**src/rtl/triangle_setup.sv**
```systemverilog
// Triangle setup: buffers assembler triangles in a small FIFO, then derives edge
// functions and twice the signed area. Optional macro BACKFACE_CULL_EN culls area < 0.
module triangle_setup #(
    parameter int DATAWIDTH      = 12,
    parameter int DEPTH_FRACBITS = 12,
    parameter int FIFO_DEPTH     = 4
) (
    input  logic                            clk,
    input  logic                            rst,
    input  logic                            i_dv,
    input  logic signed [DATAWIDTH-1:0]     i_vertex_pixel [3][2],
    input  logic        [DEPTH_FRACBITS-1:0] i_vertex_z [3],
    input  logic signed [DATAWIDTH-1:0]     i_bb_tl [2],
    input  logic signed [DATAWIDTH-1:0]     i_bb_br [2],
    output logic                            o_valid,
    input  logic                            i_ready,
    output logic signed [DATAWIDTH:0]       o_edge_a [3],
    output logic signed [DATAWIDTH:0]       o_edge_b [3],
    output logic signed [2*DATAWIDTH:0]     o_edge_c [3],
    output logic signed [2*DATAWIDTH+1:0]   o_area,
    output logic        [DEPTH_FRACBITS-1:0] o_vertex_z [3],
    output logic signed [DATAWIDTH-1:0]     o_bb_tl [2],
    output logic signed [DATAWIDTH-1:0]     o_bb_br [2],
    output logic                            o_idle,
    output logic                            o_overflow,
    output logic        [15:0]              o_cull_count
);

    localparam int DW = DATAWIDTH;
    localparam int ZW = DEPTH_FRACBITS;
    localparam int EW = DW + 1;
    localparam int CW = 2 * DW + 1;
    localparam int RW = 2 * DW + 2;
    localparam int AW = $clog2(FIFO_DEPTH);

    typedef enum logic [1:0] {S_IDLE, S_EDGE, S_AREA, S_OUT} state_t;

    state_t            state_q, state_d;
    logic [1:0]        k_q, k_d;

    logic [AW:0]       wr_ptr_q, rd_ptr_q;
    logic              fifo_empty, fifo_full, push, pop;

    logic signed [DW-1:0] mem_pix_q [FIFO_DEPTH][3][2];
    logic        [ZW-1:0] mem_z_q   [FIFO_DEPTH][3];
    logic signed [DW-1:0] mem_tl_q  [FIFO_DEPTH][2];
    logic signed [DW-1:0] mem_br_q  [FIFO_DEPTH][2];

    logic signed [DW-1:0] pix_q [3][2];
    logic        [ZW-1:0] z_q   [3];
    logic signed [DW-1:0] tl_q  [2];
    logic signed [DW-1:0] br_q  [2];
    logic signed [EW-1:0] a_q   [3];
    logic signed [EW-1:0] b_q   [3];
    logic signed [CW-1:0] c_q   [3];
    logic signed [RW-1:0] area_q;
    logic                 overflow_q;
    logic        [15:0]   cull_cnt_q;

    logic signed [DW-1:0] xi, yi, xj, yj;
    logic signed [CW-1:0] prod_ij, prod_ji;
    logic signed [EW-1:0] edge_a, edge_b;
    logic signed [CW-1:0] edge_c;
    logic signed [RW-1:0] area_sum;
    logic                 cull, flip;

    // Extra pointer bit distinguishes full from empty when the indices match.
    assign fifo_empty = (wr_ptr_q == rd_ptr_q);
    assign fifo_full  = (wr_ptr_q[AW] != rd_ptr_q[AW]) &&
                        (wr_ptr_q[AW-1:0] == rd_ptr_q[AW-1:0]);
    assign pop        = (state_q == S_IDLE) && !fifo_empty;
    assign push       = i_dv && (!fifo_full || pop);

    always_ff @(posedge clk or posedge rst) begin
        if (rst) begin
            wr_ptr_q   <= '0;
            rd_ptr_q   <= '0;
            overflow_q <= 1'b0;
        end else begin
            if (push)
                wr_ptr_q <= wr_ptr_q + (AW+1)'(1);
            if (pop)
                rd_ptr_q <= rd_ptr_q + (AW+1)'(1);
            if (i_dv && fifo_full && !pop)
                overflow_q <= 1'b1;
        end
    end

    always_ff @(posedge clk) begin
        if (push) begin
            mem_pix_q[wr_ptr_q[AW-1:0]] <= i_vertex_pixel;
            mem_z_q[wr_ptr_q[AW-1:0]]   <= i_vertex_z;
            mem_tl_q[wr_ptr_q[AW-1:0]]  <= i_bb_tl;
            mem_br_q[wr_ptr_q[AW-1:0]]  <= i_bb_br;
        end
    end

    // Operand mux feeding the single shared multiplier pair: edge k runs v_k -> v_(k+1 mod 3).
    always_comb begin
        xi = pix_q[2][0];
        yi = pix_q[2][1];
        xj = pix_q[0][0];
        yj = pix_q[0][1];
        case (k_q)
            2'd0: begin
                xi = pix_q[0][0]; yi = pix_q[0][1];
                xj = pix_q[1][0]; yj = pix_q[1][1];
            end
            2'd1: begin
                xi = pix_q[1][0]; yi = pix_q[1][1];
                xj = pix_q[2][0]; yj = pix_q[2][1];
            end
            default: ;
        endcase
    end

    assign prod_ij  = CW'(xi) * CW'(yj);
    assign prod_ji  = CW'(xj) * CW'(yi);
    assign edge_a   = EW'(yi) - EW'(yj);
    assign edge_b   = EW'(xj) - EW'(xi);
    assign edge_c   = prod_ij - prod_ji;
    assign area_sum = RW'(c_q[0]) + RW'(c_q[1]) + RW'(c_q[2]);

`ifdef BACKFACE_CULL_EN
    assign flip = 1'b0;
    assign cull = (state_q == S_AREA) && ((area_sum == '0) || area_sum[RW-1]);
`else
    assign flip = (state_q == S_AREA) && area_sum[RW-1];
    assign cull = (state_q == S_AREA) && (area_sum == '0);
`endif

    always_comb begin
        state_d = state_q;
        k_d     = k_q;
        case (state_q)
            S_IDLE: begin
                if (!fifo_empty) begin
                    state_d = S_EDGE;
                    k_d     = 2'd0;
                end
            end
            S_EDGE: begin
                k_d = k_q + 2'd1;
                if (k_q == 2'd2)
                    state_d = S_AREA;
            end
            S_AREA:  state_d = cull ? S_IDLE : S_OUT;
            S_OUT:   if (i_ready) state_d = S_IDLE;
            default: state_d = S_IDLE;
        endcase
    end

    always_ff @(posedge clk or posedge rst) begin
        if (rst) begin
            state_q <= S_IDLE;
            k_q     <= 2'd0;
        end else begin
            state_q <= state_d;
            k_q     <= k_d;
        end
    end

    // A backward triangle is flipped wholesale so the interior stays on the positive side.
    always_ff @(posedge clk or posedge rst) begin
        if (rst) begin
            for (int i = 0; i < 3; i++) begin
                pix_q[i][0] <= '0;
                pix_q[i][1] <= '0;
                z_q[i]      <= '0;
                a_q[i]      <= '0;
                b_q[i]      <= '0;
                c_q[i]      <= '0;
            end
            for (int i = 0; i < 2; i++) begin
                tl_q[i] <= '0;
                br_q[i] <= '0;
            end
            area_q     <= '0;
            cull_cnt_q <= '0;
        end else begin
            if (pop) begin
                pix_q <= mem_pix_q[rd_ptr_q[AW-1:0]];
                z_q   <= mem_z_q[rd_ptr_q[AW-1:0]];
                tl_q  <= mem_tl_q[rd_ptr_q[AW-1:0]];
                br_q  <= mem_br_q[rd_ptr_q[AW-1:0]];
            end
            if (state_q == S_EDGE) begin
                for (int i = 0; i < 3; i++) begin
                    if (k_q == 2'(i)) begin
                        a_q[i] <= edge_a;
                        b_q[i] <= edge_b;
                        c_q[i] <= edge_c;
                    end
                end
            end
            if (state_q == S_AREA) begin
                area_q <= flip ? -area_sum : area_sum;
                if (flip) begin
                    for (int i = 0; i < 3; i++) begin
                        a_q[i] <= -a_q[i];
                        b_q[i] <= -b_q[i];
                        c_q[i] <= -c_q[i];
                    end
                end
            end
            if (cull && (cull_cnt_q != 16'hFFFF))
                cull_cnt_q <= cull_cnt_q + 16'd1;
        end
    end

    assign o_valid      = (state_q == S_OUT);
    assign o_idle       = fifo_empty && (state_q == S_IDLE);
    assign o_overflow   = overflow_q;
    assign o_cull_count = cull_cnt_q;
    assign o_edge_a     = a_q;
    assign o_edge_b     = b_q;
    assign o_edge_c     = c_q;
    assign o_area       = area_q;
    assign o_vertex_z   = z_q;
    assign o_bb_tl      = tl_q;
    assign o_bb_br      = br_q;

endmodule

```
**config.mk**
```make
export PLATFORM = sky130hd
export DESIGN_NAME = triangle_setup
export DESIGN_NICKNAME = d
export VERILOG_FILES = /design/src/rtl/triangle_setup.sv
export SDC_FILE = /design/constraint.sdc
export NUM_CORES = 2
export LEC_CHECK = 0
export BUFFER_PORTS_ARGS = -buffer_cell sky130_fd_sc_hd__buf_2
export CAP_MARGIN = 10
export CORE_ASPECT_RATIO = 0.5
export CORE_MARGIN = 2
export CORE_UTILIZATION = 50
export CTS_CLUSTER_DIAMETER = 30
export DETAILED_ROUTE_END_ITERATION = 16
export PLACE_DENSITY = 0.72
export SLEW_MARGIN = 20
export SYNTH_ARGS = -nofsm -noshare
export SYNTH_HDL_FRONTEND = slang
export SYNTH_SLANG_ARGS = --single-unit
```
**constraint.sdc**
```tcl
create_clock -name clk -period 12.8 [get_ports clk]
set_clock_uncertainty 0.05 [all_clocks]
set_input_delay 2.56 -clock clk [delete_from_list [all_inputs] [get_ports clk]]
set_output_delay 2.56 -clock clk [all_outputs]
set_load 0.02 [all_outputs]
```
==> impl_metrics.json <==
{
  "drtIter0Drc": 3202,
  "hp-class": "register to register",
  "grt_pass1_wl_um": 228000,
  "clock.fmax_ghz": 0.105,
  "grt_use_met3_pct": 4.45,
  "rows": 86,
  "wl_um": 150000,
  "vias_per_cell": 5.85,
  "r2r_slack_ns": 3.27,
  "dpl_cell_area_mm2": 0.0594,
  "synth_edf_count": 624,
  "netlist_area_mm2": 0.0553,
  "place.gp.congestion": 0.988,
  "grt_usage_pct": 26.5,
  "cts_hold_buffers": 0,
  "max-slew-margin-rel_pct": 22.9,
  "core_mm2": 0.110,
  "synth_top_area_cell": "edfxtp_1",
  "first_pass_iters": 6,
  "r2r_start": "k_q[0]",
  "htreeDepth": 3,
  "die_h_um": 239,
  "crit_path_end_kind": "register",
  "clockRootBuffer": "clkbuf_16",
  "post-synth-top-count-cell": "edfxtp_1",
  "synth_commonest_cells": "edfxtp_1 (624), inv_1 (545), dfrtp_1 (362)",
  "synth_top_area_share_pct": 33.9,
  "cts_buffers": 115,
  "endpoint": "o_edge_c[72]",
  "period_needed_ns": 9.53,
  "crit_type": "register to register",
  "grt_setup_unrepaired": "no",
  "yosysWarnings": 0,
  "period_share_pct": 74.5,
  "dieArea_mm2": 0.113,
  "postCtsSetupRepairBufs": 0,
  "drc_errors": 0,
  "setup_viol": 0,
  "num_vias": 36887,
  "ys.flop_type": "edfxtp_1",
  "synth_cell_types": 88,
  "antenna_found_initial": 26,
  "cts_tree": "done",
  "startpoint": "k_q[0]",
  "io-pin-count": 442,
  "slew_violations": 0,
  "syn_inst": 4263,
  "ys_seq_area_share_pct": 50.2,
  "finalNetCount": 5378,
  "synthTopCellsByArea": "edfxtp_1 (34%), dfrtp_1 (16%), fa_1 (13%)",
  "start_kind": "register",
  "cp_max_fo": 51,
  "ctsResizeCount": 0,
  "timing.rr.end": "o_edge_c[72]",
  "reg2reg_depth": 29,
  "syn_nets": 4947,
  "cp_slowest_stage_delay_ns": 0.85,
  "ant_nets": 0,
  "crit_required_ns": 13.37,
  "grt_pass1_vias": 37326,
  "outcome": "finished, final reports clean",
  "cts_buffer_depth": 3,
  "avgSynthCellArea_um2": 13.0,
  "synthArstFlopShare_pct": 36.7,
  "fin_tns_setup_ns": 0,
  "wire_per_inst_um": 23.8,
  "io_buffer_count": 441,
  "initial_core_util_pct": 50.4,
  "busiest_layer": "met2",
  "grt_max_degree": 160,
  "multi_input_area_mm2": 0.0249,
  "fill_cells": 8716,
  "seqCellArea_mm2": 0.0278,
  "path_clk_slew_ns": 0.06,
  "cpMaxStageDelayCell": "fa_1",
  "fin_area_mm2": 0.0637,
  "clock-sinks": 986,
  "hpwl_um": 104000,
  "drive_above_1_share_pct": 23.6,
  "finalHoldViolCount": 0,
  "grt_use_met2_pct": 43.1,
  "worst_pin_slew_ns": 1.15,
  "area_growth_pct": 15.2,
  "crit_path_frequent_cell": "fa_1",
  "overflow": 0,
  "grtUsageMet1_pct": 36.9,
  "synth_seq_cells": 986,
  "clock_latency_ns": 0.77,
  "die_x_um": 474,
  "drv_cap": 0,
  "worstPathArrival_ns": 10.10
}
## layout by cell type, fill, tap and decap left out, types with 48 or more instances in the layout
cell type / Yosys / routed
nor3_1: 69 / 69
nand3_1: 48 / 48
clkbuf_16: 0 / 115
a22o_1: 48 / 48
fa_1: 356 / 356
o21ai_0: 151 / 150
nand2_1: 183 / 182
ha_1: 168 / 166
mux2_2: 160 / 160
xnor2_1: 71 / 70
edfxtp_1: 624 / 624
mux4_2: 156 / 156
or3_1: 72 / 72
nor2_1: 269 / 267
buf_4: 0 / 56
a21oi_1: 168 / 156
dfrtp_1: 362 / 360
buf_2: 5 / 441
inv_1: 545 / 544
## layout make-up
| class | count | area share (%) |
|---|---|---|
| flip-flops and latches | 986 | 43.6 |
| multi-input cells | 2526 | 39.0 |
| clock buffers | 126 | 4.68 |
| repair buffers | 506 | 4.38 |
| inverters | 559 | 3.30 |
| well taps | 1496 | 2.94 |
| clock inverters | 94 | 2.01 |
| diodes | 12 | 0.0471 |
## worst min path at each step
stage	startpoint	endpoint	slack [ns]	cells past startpoint
global route	o_overflow	o_overflow	0.43	1
finish	o_overflow	o_overflow	0.40	1
global placement	o_overflow	o_overflow	0.39	1
floorplan	wr_ptr_q[2]	wr_ptr_q[2]	0.41	1
CTS	o_overflow	o_overflow	0.41	1
detailed placement	o_overflow	o_overflow	0.39	1
## logic make-up (layout without fill, tap and decap cells)
kind of cell	count (synthesis)	in the layout	synth area share, %
compound gates	723	723	8.95
xor+xnor	118	118	1.91
fa+ha+maj	525	525	16.7
buf+inv	751	1285	5.11
flops	986	986	50.2
mux	321	321	9.71
other cells	0	12	0
simple gates	839	839	7.38
## state kept, by name (all words and copies together), names as in the netlist, 16 cells and up
signal        count
mem_br_q         96
mem_z_q         144
pix_q            72
o_cull_count     16
o_edge_c         75
mem_tl_q         96
o_edge_b         39
o_bb_br          24
o_bb_tl          24
o_edge_a         39
o_vertex_z       36
o_area           26
mem_pix_q       288
## through the flow
stage / instances / utilization, % / setup slack (ns) / hold slack (ns)
4_1_cts: 6292 / 57.9 / 3.38 / 0.407
5_1_grt: 6303 / 58.0 / 2.74 / 0.433
3_3_place_gp: 6070 / 54.0 / 3.65 / 0.386
3_5_place_dp: 6072 / 54.1 / 3.39 / 0.393
2_1_floorplan: 4263 / - / 0.143 / 0.412
6_report: 6305 / 58.0 / 3.27 / 0.403
## per-layer routing
layer | share of wire, % | vias up
met2 | 48 | 1342
met5 | 0.031 | -
li1 | - | 16153
met4 | 2.9 | 10
met3 | 6.6 | 299
met1 | 42 | 19083
## worst max-delay path: cells and delay by family, from the launching register on
kind / cells / cell delay (ns)
flip-flops: 1 / 0.40
AO/OA/AOI/OAI: 9 / 2.44
adder cells (fa/ha/maj): 9 / 4.33
AND/OR/NAND/NOR: 3 / 0.52
buffers and inverters: 8 / 1.66
Power is not shown: default switching activity piles up to over one toggle a cycle in this logic, so the estimate is an artifact.
